`src/rtl/mips_pkg.sv`:
```
// Shared encodings for the multicycle MIPS control path: FSM states, opcodes,
// funct codes and datapath mux/ALU select values.
package mips_pkg;

    typedef logic [3:0] state_t;

    localparam state_t S_FETCH   = 4'd0;
    localparam state_t S_DECODE  = 4'd1;
    localparam state_t S_MEMADR  = 4'd2;
    localparam state_t S_MEMRD   = 4'd3;
    localparam state_t S_MEMWB   = 4'd4;
    localparam state_t S_MEMWR   = 4'd5;
    localparam state_t S_RTYPEEX = 4'd6;
    localparam state_t S_ALUWB   = 4'd7;
    localparam state_t S_BEQEX   = 4'd8;
    localparam state_t S_ADDIEX  = 4'd9;
    localparam state_t S_ADDIWB  = 4'd10;
    localparam state_t S_JEX     = 4'd11;

    localparam logic [5:0] OP_RTYPE = 6'b000000;
    localparam logic [5:0] OP_LW    = 6'b100011;
    localparam logic [5:0] OP_SW    = 6'b101011;
    localparam logic [5:0] OP_BEQ   = 6'b000100;
    localparam logic [5:0] OP_ADDI  = 6'b001000;
    localparam logic [5:0] OP_J     = 6'b000010;

    localparam logic [5:0] FN_ADD = 6'b100000;
    localparam logic [5:0] FN_SUB = 6'b100010;
    localparam logic [5:0] FN_AND = 6'b100100;
    localparam logic [5:0] FN_OR  = 6'b100101;
    localparam logic [5:0] FN_SLT = 6'b101010;

    localparam logic [2:0] ALU_AND = 3'b000;
    localparam logic [2:0] ALU_OR  = 3'b001;
    localparam logic [2:0] ALU_ADD = 3'b010;
    localparam logic [2:0] ALU_SUB = 3'b110;
    localparam logic [2:0] ALU_SLT = 3'b111;

    localparam logic [1:0] ALUOP_ADD   = 2'b00;
    localparam logic [1:0] ALUOP_SUB   = 2'b01;
    localparam logic [1:0] ALUOP_FUNCT = 2'b10;

    localparam logic [1:0] SRCB_RT    = 2'b00;
    localparam logic [1:0] SRCB_FOUR  = 2'b01;
    localparam logic [1:0] SRCB_IMM   = 2'b10;
    localparam logic [1:0] SRCB_IMMSH = 2'b11;

    localparam logic [1:0] PCSRC_ALU    = 2'b00;
    localparam logic [1:0] PCSRC_ALUOUT = 2'b01;
    localparam logic [1:0] PCSRC_JUMP   = 2'b10;

endpackage

```
`src/rtl/multicycle_ctrl_if.sv`:
```
// Control bundle between the multicycle FSM (master) and the shared datapath (slave).
interface multicycle_ctrl_if;
    logic [5:0] op;
    logic [5:0] funct;
    logic       zero;
    logic       mem_ready;
    logic       iord;
    logic       memwrite;
    logic       irwrite;
    logic       regdst;
    logic       memtoreg;
    logic       regwrite;
    logic       alusrca;
    logic [1:0] alusrcb;
    logic [1:0] pcsrc;
    logic       pcen;
    logic [2:0] alucontrol;
    logic [3:0] state;
    logic       instr_done;
    logic       illegal;

    modport master (
        input  op, funct, zero, mem_ready,
        output iord, memwrite, irwrite, regdst, memtoreg, regwrite, alusrca,
               alusrcb, pcsrc, pcen, alucontrol, state, instr_done, illegal
    );

    modport slave (
        output op, funct, zero, mem_ready,
        input  iord, memwrite, irwrite, regdst, memtoreg, regwrite, alusrca,
               alusrcb, pcsrc, pcen, alucontrol, state, instr_done, illegal
    );
endinterface

```
`src/rtl/multicycle_ctrl_alu_decoder.sv`:
```
// ALU operation decode shared with the single-cycle core: aluop 00 add,
// 01 sub, 10 decode funct (unknown funct falls back to add).
module alu_decoder
    import mips_pkg::*;
(
    input  logic [1:0] aluop,
    input  logic [5:0] funct,
    output logic [2:0] alucontrol
);
    always_comb begin
        alucontrol = ALU_ADD;
        unique case (aluop)
            ALUOP_SUB: alucontrol = ALU_SUB;
            ALUOP_FUNCT: begin
                unique case (funct)
                    FN_SUB:  alucontrol = ALU_SUB;
                    FN_AND:  alucontrol = ALU_AND;
                    FN_OR:   alucontrol = ALU_OR;
                    FN_SLT:  alucontrol = ALU_SLT;
                    default: alucontrol = ALU_ADD;
                endcase
            end
            default: alucontrol = ALU_ADD;
        endcase
    end
endmodule

```
`src/rtl/multicycle_ctrl.sv`:
```
// Multicycle MIPS main control FSM: sequences fetch/decode/execute/memory/
// writeback over the shared datapath and stalls on the unified memory handshake.
module multicycle_ctrl
    import mips_pkg::*;
(
    input  logic              clk,
    input  logic              rst,
    multicycle_ctrl_if.master bus
);
    state_t     state_q;
    state_t     state_d;
    logic [1:0] aluop;
    logic       alu_en;
    logic [2:0] dec_alu;

    alu_decoder u_alu_decoder (
        .aluop      (aluop),
        .funct      (bus.funct),
        .alucontrol (dec_alu)
    );

    always_ff @(posedge clk) begin
        if (rst) state_q <= S_FETCH;
        else     state_q <= state_d;
    end

    always_comb begin
        state_d        = S_FETCH;
        aluop          = ALUOP_ADD;
        alu_en         = 1'b0;
        bus.iord       = 1'b0;
        bus.memwrite   = 1'b0;
        bus.irwrite    = 1'b0;
        bus.regdst     = 1'b0;
        bus.memtoreg   = 1'b0;
        bus.regwrite   = 1'b0;
        bus.alusrca    = 1'b0;
        bus.alusrcb    = SRCB_RT;
        bus.pcsrc      = PCSRC_ALU;
        bus.pcen       = 1'b0;
        bus.instr_done = 1'b0;
        bus.illegal    = 1'b0;

        unique case (state_q)
            S_FETCH: begin
                alu_en      = 1'b1;
                bus.alusrcb = SRCB_FOUR;
                bus.irwrite = bus.mem_ready;
                bus.pcen    = bus.mem_ready;
                state_d     = bus.mem_ready ? S_DECODE : S_FETCH;
            end
            S_DECODE: begin
                // Branch target is precomputed here so BEQEX only has to compare.
                alu_en      = 1'b1;
                bus.alusrcb = SRCB_IMMSH;
                unique case (bus.op)
                    OP_LW, OP_SW: state_d = S_MEMADR;
                    OP_RTYPE:     state_d = S_RTYPEEX;
                    OP_BEQ:       state_d = S_BEQEX;
                    OP_ADDI:      state_d = S_ADDIEX;
                    OP_J:         state_d = S_JEX;
                    default: begin
                        bus.illegal    = 1'b1;
                        bus.instr_done = 1'b1;
                        state_d        = S_FETCH;
                    end
                endcase
            end
            S_MEMADR: begin
                alu_en      = 1'b1;
                bus.alusrca = 1'b1;
                bus.alusrcb = SRCB_IMM;
                state_d     = (bus.op == OP_SW) ? S_MEMWR : S_MEMRD;
            end
            S_MEMRD: begin
                bus.iord = 1'b1;
                state_d  = bus.mem_ready ? S_MEMWB : S_MEMRD;
            end
            S_MEMWB: begin
                bus.memtoreg   = 1'b1;
                bus.regwrite   = 1'b1;
                bus.instr_done = 1'b1;
            end
            S_MEMWR: begin
                bus.iord       = 1'b1;
                bus.memwrite   = 1'b1;
                bus.instr_done = bus.mem_ready;
                state_d        = bus.mem_ready ? S_FETCH : S_MEMWR;
            end
            S_RTYPEEX: begin
                alu_en      = 1'b1;
                aluop       = ALUOP_FUNCT;
                bus.alusrca = 1'b1;
                state_d     = S_ALUWB;
            end
            S_ALUWB: begin
                bus.regdst     = 1'b1;
                bus.regwrite   = 1'b1;
                bus.instr_done = 1'b1;
            end
            S_BEQEX: begin
                alu_en         = 1'b1;
                aluop          = ALUOP_SUB;
                bus.alusrca    = 1'b1;
                bus.pcsrc      = PCSRC_ALUOUT;
                bus.pcen       = bus.zero;
                bus.instr_done = 1'b1;
            end
            S_ADDIEX: begin
                alu_en      = 1'b1;
                bus.alusrca = 1'b1;
                bus.alusrcb = SRCB_IMM;
                state_d     = S_ADDIWB;
            end
            S_ADDIWB: begin
                bus.regwrite   = 1'b1;
                bus.instr_done = 1'b1;
            end
            S_JEX: begin
                bus.pcsrc      = PCSRC_JUMP;
                bus.pcen       = 1'b1;
                bus.instr_done = 1'b1;
            end
            default: state_d = S_FETCH;
        endcase

        // Reset masks every state-changing strobe so an aborted instruction has no side effects.
        if (rst) begin
            bus.memwrite   = 1'b0;
            bus.regwrite   = 1'b0;
            bus.irwrite    = 1'b0;
            bus.pcen       = 1'b0;
            bus.instr_done = 1'b0;
            bus.illegal    = 1'b0;
        end

        bus.alucontrol = alu_en ? dec_alu : '0;
    end

    assign bus.state = state_q;

endmodule

```
`src/flat_wrapper.sv`:
```
// flat-port wrapper written by rule: the top's interface ports become plain ports
module multicycle_ctrl_flat import mips_pkg::*;
  (clk, rst, bus_op, bus_funct, bus_zero, bus_mem_ready, bus_iord, bus_memwrite, bus_irwrite, bus_regdst, bus_memtoreg, bus_regwrite, bus_alusrca, bus_alusrcb, bus_pcsrc, bus_pcen, bus_alucontrol, bus_state, bus_instr_done, bus_illegal);
  multicycle_ctrl_if bus_i ();
  input  logic clk;
  input  logic rst;
  input wire logic [$bits(bus_i.op)-1:0] bus_op;
  input wire logic [$bits(bus_i.funct)-1:0] bus_funct;
  input wire logic [$bits(bus_i.zero)-1:0] bus_zero;
  input wire logic [$bits(bus_i.mem_ready)-1:0] bus_mem_ready;
  output wire logic [$bits(bus_i.iord)-1:0] bus_iord;
  output wire logic [$bits(bus_i.memwrite)-1:0] bus_memwrite;
  output wire logic [$bits(bus_i.irwrite)-1:0] bus_irwrite;
  output wire logic [$bits(bus_i.regdst)-1:0] bus_regdst;
  output wire logic [$bits(bus_i.memtoreg)-1:0] bus_memtoreg;
  output wire logic [$bits(bus_i.regwrite)-1:0] bus_regwrite;
  output wire logic [$bits(bus_i.alusrca)-1:0] bus_alusrca;
  output wire logic [$bits(bus_i.alusrcb)-1:0] bus_alusrcb;
  output wire logic [$bits(bus_i.pcsrc)-1:0] bus_pcsrc;
  output wire logic [$bits(bus_i.pcen)-1:0] bus_pcen;
  output wire logic [$bits(bus_i.alucontrol)-1:0] bus_alucontrol;
  output wire logic [$bits(bus_i.state)-1:0] bus_state;
  output wire logic [$bits(bus_i.instr_done)-1:0] bus_instr_done;
  output wire logic [$bits(bus_i.illegal)-1:0] bus_illegal;
  assign bus_i.op = bus_op;
  assign bus_i.funct = bus_funct;
  assign bus_i.zero = bus_zero;
  assign bus_i.mem_ready = bus_mem_ready;
  assign bus_iord = bus_i.iord;
  assign bus_memwrite = bus_i.memwrite;
  assign bus_irwrite = bus_i.irwrite;
  assign bus_regdst = bus_i.regdst;
  assign bus_memtoreg = bus_i.memtoreg;
  assign bus_regwrite = bus_i.regwrite;
  assign bus_alusrca = bus_i.alusrca;
  assign bus_alusrcb = bus_i.alusrcb;
  assign bus_pcsrc = bus_i.pcsrc;
  assign bus_pcen = bus_i.pcen;
  assign bus_alucontrol = bus_i.alucontrol;
  assign bus_state = bus_i.state;
  assign bus_instr_done = bus_i.instr_done;
  assign bus_illegal = bus_i.illegal;
  multicycle_ctrl u_core (.clk(clk), .rst(rst), .bus(bus_i));
endmodule
```
`config.mk`:
```
export PLATFORM = sky130hd
export DESIGN_NAME = multicycle_ctrl_flat
export DESIGN_NICKNAME = d
export VERILOG_FILES = /design/src/rtl/mips_pkg.sv /design/src/rtl/multicycle_ctrl_if.sv /design/src/rtl/multicycle_ctrl_alu_decoder.sv /design/src/rtl/multicycle_ctrl.sv /design/src/flat_wrapper.sv
export SDC_FILE = /design/constraint.sdc
export NUM_CORES = 1
export LEC_CHECK = 0
export CAP_MARGIN = 10
export CORE_AREA = 8 8 51 53
export DETAILED_ROUTE_END_ITERATION = 8
export DIE_AREA = 0 0 59 61
export PLACE_DENSITY = 0.79
export SYNTH_ARGS = -nofsm -noshare
export SYNTH_HDL_FRONTEND = slang
export SYNTH_SLANG_ARGS = --single-unit
```
`constraint.sdc`:
```
create_clock -name clk -period 3.3 [get_ports clk]
set_clock_uncertainty 0.2 [all_clocks]
set_input_delay 0.99 -clock clk [delete_from_list [all_inputs] [get_ports clk]]
set_output_delay 0.99 -clock clk [all_outputs]
set_load 0.005 [all_outputs]
```
Word-level counts from Yosys, hierarchy flattened
Index checks and enable logic that the tools add are counted.
W data, S select, Z words.
Storage, ports and cells
  flip-flop bits (word level): 4
  latch bits: 0
  RAM bits: 0
  bits in read-only memories: 0
  input port bits: 16
  output and inout bits: 21
  logic and storage cells: 63
  memories: 0
Cells by class
  add/sub/neg operators: 0
  multiply operators: 0
  divide/modulo/power cells: 0
  magnitude comparators: 0
  equality and inequality tests: 22
  shift operators: 0
  muxes and demuxes: 30
  bitwise logic cells: 0
  reduce and logical (&&, ||, !) cells: 10
Operators by type and width (count)
  $eq A6 B6 Y1 const B: 6
  $pmux W4 S7: 1
  $pmux W4 S5: 1
  $mux W1: 17
  $eq A4 B3 Y1 const B: 4
  $eq A4 B4 Y1 const B: 4
  $mux W3: 4
  $pmux W3 S4: 1
  $reduce_or A6 Y1: 2
  $eq A4 B2 Y1 const B: 2
  $pmux W2 S2: 2
  $eq A6 B2 Y1 const B: 1
  $eq A6 B3 Y1 const B: 1
  $eq A6 B4 Y1 const B: 1
  $logic_not A6 Y1: 1
  $pmux W1 S3: 2
  $pmux W2 S3: 1
  $pmux W3 S2: 1
  $reduce_or A2 Y1: 3
  $reduce_or A5 Y1: 1
  $eq A4 B1 Y1 const B: 1
  $logic_not A4 Y1: 1
  $reduce_or A4 Y1: 1
  $reduce_or A3 Y1: 1
  2 further kinds: 2

Longest topological paths before layout
  word-level depth: 5
  mapped depth: 7

By module
From an unflattened synthesis, not the netlist that was laid out.
Second synthesis, totals
  cell total of the unflattened synthesis: 106
  area total of the unflattened synthesis: 716.9 um^2
Modules (own cells, without submodules)
  multicycle_ctrl: instances 1, cells an instance 91, area each 598.1 um^2
  alu_decoder: instances 1, cells an instance 15, area each 118.9 um^2

Worst setup path before layout
Ideal clock, no wire load.
  kind: in2out
  start: input bus_op[2]
  end: output bus_instr_done
  arrival time: 1843 ps
  data required time: 2110 ps
  slack: 267 ps
  stages on the path: 4
  buffers on the path: 0
  cell sequence: maj3_1 -> o32a_1 -> o21ai_1 -> o41ai_1
Between the ends
  word-level cells in the longest chain between the ends: 5
  elaborated cells between the ends (all ways): 10
  classes of those cells: eq/ne (5); mux (3); reduce/logical (2)
Ends and longest elaborated chain
  start, declared: line flat_wrapper.sv:7  | input wire logic [$bits(bus_i.op)-1:0] bus_op;
  $eq A6 B6 Y1, or another cell as far along: line multicycle_ctrl.sv:56  | unique case (bus.op)
  $reduce_or A6 Y1 (no source line) *
  $mux W1 *: line multicycle_ctrl.sv:56
  $pmux W1 S3 *: line multicycle_ctrl.sv:44  | unique case (state_q)
  $mux W1 *: line multicycle_ctrl.sv:128  | if (rst) begin
  end, declared: line flat_wrapper.sv:23  | output wire logic [$bits(bus_i.instr_done)-1:0] bus_instr_done;
Every way passes the cells marked *; elsewhere a longest branch is shown, timed or not.

Worst setup path in the final report
  start: input rst
  end: output bus_irwrite
Between the ends
  word-level cells in the longest chain between the ends: 1
Ends and longest elaborated chain
  start, declared: line flat_wrapper.sv:6  | input logic rst;
  $mux W1: line multicycle_ctrl.sv:128
  end, declared: line flat_wrapper.sv:13  | output wire logic [$bits(bus_i.irwrite)-1:0] bus_irwrite;
No other way between the ends.

==> impl_metrics.yaml <==
worst_setup_path:
  path_max_fanout: 5
  path_cells: "dlygate4sd2_1, or4_4, nor2_1, dlygate4sd2_1"
  slowest_delay_ns: 0.43
  arrival_ns: 2.04
  startpoint_type: "input port"
  crit_slowest_cell: "or4_4"
  crit_required_ns: 2.11
  crit_top_cell: "dlygate4sd2_1"
  r2r_cells: 5
  cp-end-kind: "output pin"
  crit_type: "in -> out"
routing:
  drt_iter0_drc: 24
  ant_nets: 0
  vias: 970
  viasPerCell: 5.27
  remaining_drc_errors: 0
  wl_per_cell_um: 13.0
  first_pass_iters: 4
  drt_wl_total_um: 2400
min_path:
  holdPathStages: 3
  hold_class: "reg -> reg"
timing:
  finalMaxSlewViolations: 0
  whs_ns: 0.535
  period_share: 0.979
  worst_pin_slew_ns: 0.370
  slew_headroom: 0.752
  max_freq_mhz: 310
  rsz0062_at_grt: "no"
  setup_viol: 0
  hold_viol: 0
  post-route-min-period_ns: 3.23
  setup_ws_ns: 0.0696
floorplan:
  initial_core_util: 0.376
  die_area_um2: 3600
  die_y_um: 61
  die_x_um: 59
  rows: 16
  boundaryPins: 37
  fp.coreArea_um2: 1840
run_status:
  status: "completed"
cts:
  tritoncts: "yes"
  hold_buffers: 0
  clock-sinks: 4
  ctsHtreeMaxLevel: 1
  cts_made_buffers: 3
  post_cts_buffers: 0
  clock_path_buffers: 2
  clockRootBuffer: "clkbuf_4"
  clk_latency_ns: 0.23
  clkSlewWorstSetupHoldPaths_ns: 0.04
finish:
  final_nets: 178
  diodes: 0
  drive_above_1_share: 0.274
  fin_util: 0.662
  design_area_um2: 1220
  syn2layout_area_growth_pct: 75.8
  largest_reg_flops: 4
  nFillCells: 168
  layout.cells.non_filler: 184
logic_synthesis:
  syn_avg_cell_area_um2: 6.48
  ys_seq_area_frac: 0.116
  syn_area_um2: 693
  ys_async_sr_fraction: 0
  synth_ff_type: "dfxtp_1"
  synth-seq-cells: 4
  syn-num-nets: 126
  synth_cells: 107
  synth_warnings: 0
  ys_types: 38
  synth_edf_count: 0
grt:
  first_global_vias: 886
  antenna_found_initial: 0
  grt_usage: 0.133
  grt_start_max_net_pins: 21
  grt_pass1_wl_um: 3880
  overflow: 0
place:
  dpl.hpwl_um: 1930
  globalplace.congestion: 0.870
  pre_cts_slack_ns: -0.672
  portBuffers: 36
  dpl.cell_count: 181
  place_area_um2: 1180
flow_run:
  max-cap-violations: 0
power_and_ir_drop:
  power.switching_uw: 54.6
  ir_worst_vdd_uv: 101
  leakagePower_uw: 0.000524
  p_clk_frac: 0.311
  internal-power_uw: 137
  powerDensity_nw_per_um2: 157
  p_sw_frac: 0.286
  p_comb_frac: 0.425
  power_frac_seq: 0.265
[kinds of logic (layout without fill, tap and decap cells)]
kind of cell             Yosys count  in the layout  synth area share
adder cells (fa/ha/maj)            4              4            0.0686
AND/OR/NAND/NOR                   52             52             0.368
XOR/XNOR                           2              2            0.0253
multiplexers                       4              4            0.0668
flip-flops                         4              4             0.116
buffers and inverters             15             65            0.0975
AO/OA/AOI/OAI                     26             26             0.258
[per-stage QoR]
| stage | TNS (ns) | total power [uW] |
|---|---|---|
| after detailed placement | -3.57 | 132 |
| after global routing | 0 | 203 |
| final | 0 | 191 |
| after floorplan | 0 | 79.7 |
| after CTS | -0.00689 | 192 |
| after global placement | -3.35 | 131 |
[cell usage after synthesis (all sizes together), types with 3 or more instances]
master | number | share of area
a21oi | 9 | 0.065
a311oi | 3 | 0.047
buf | 7 | 0.054
dfxtp | 4 | 0.12
ha | 3 | 0.054
inv | 8 | 0.043
nand2 | 5 | 0.027
nand2b | 7 | 0.063
nand3 | 7 | 0.051
nor2 | 16 | 0.087
nor3 | 8 | 0.058
o21ai | 3 | 0.022
[power groups by stage]
| stage | combinational [uW] | clock (uW) | sequential, uW |
|---|---|---|---|
| after detailed placement | 81.0 | 0 | 51.3 |
| final | 81.2 | 59.4 | 50.6 |
| after global routing | 88.3 | 64.1 | 50.8 |
| after floorplan | 28.0 | 0 | 51.7 |
| after global placement | 79.4 | 0 | 51.3 |
| after CTS | 80.8 | 60.3 | 50.6 |
[metal layers]
| layer | GRT usage | vias up | wire [um] |
|---|---|---|---|
| met4 | 0.0410 | 0 | 20 |
| met1 | 0.133 | 437 | 914 |
| met2 | 0.265 | 42 | 1280 |
| met3 | 0.0275 | 4 | 185 |
| met5 | 0 | - | 0 |
| li1 | - | 487 | - |
[timing repair]
item / in CTS / in global routing
gates resized for setup: 49 / 5
setup endpoints to repair: 9 / 6
pin swaps: 5 / 5
[worst paths after layout]
check                                          from                  end  slack [ns]
worst min register to register  u_core.bus.state[1]  u_core.bus.state[2]        0.54
worst min-delay path            u_core.bus.state[1]  u_core.bus.state[2]        0.54
worst max register to register  u_core.bus.state[1]  u_core.bus.state[0]        1.58
worst max-delay path                            rst          bus_irwrite        0.07
[critical path, delay by kind of cell]
| kind | cells | cell delay [ns] |
|---|---|---|
| and+or+nand+nor | 2 | 0.53 |
| buffers and inverters | 2 | 0.52 |
[cell type report]
type	instances	area, um^2	share of cell area
clock buffer	3	22.5	0.0185
inverter	8	30.0	0.0246
multi-input combinational	88	584	0.479
sequential	4	80.1	0.0657
tap	27	33.8	0.0277
timing repair buffer	54	468	0.384
[placed cells by master (no fill, tap or decap), drive strengths merged, types with 4 or more instances in the layout]
cell,count
dfxtp,4
nor3,8
nand3,7
inv,8
clkdlybuf4s50,18
dlygate4sd2,6
a21oi,9
nor2,16
buf,26
nand2,5
nand2b,7
(Power assumes the default switching activity.)
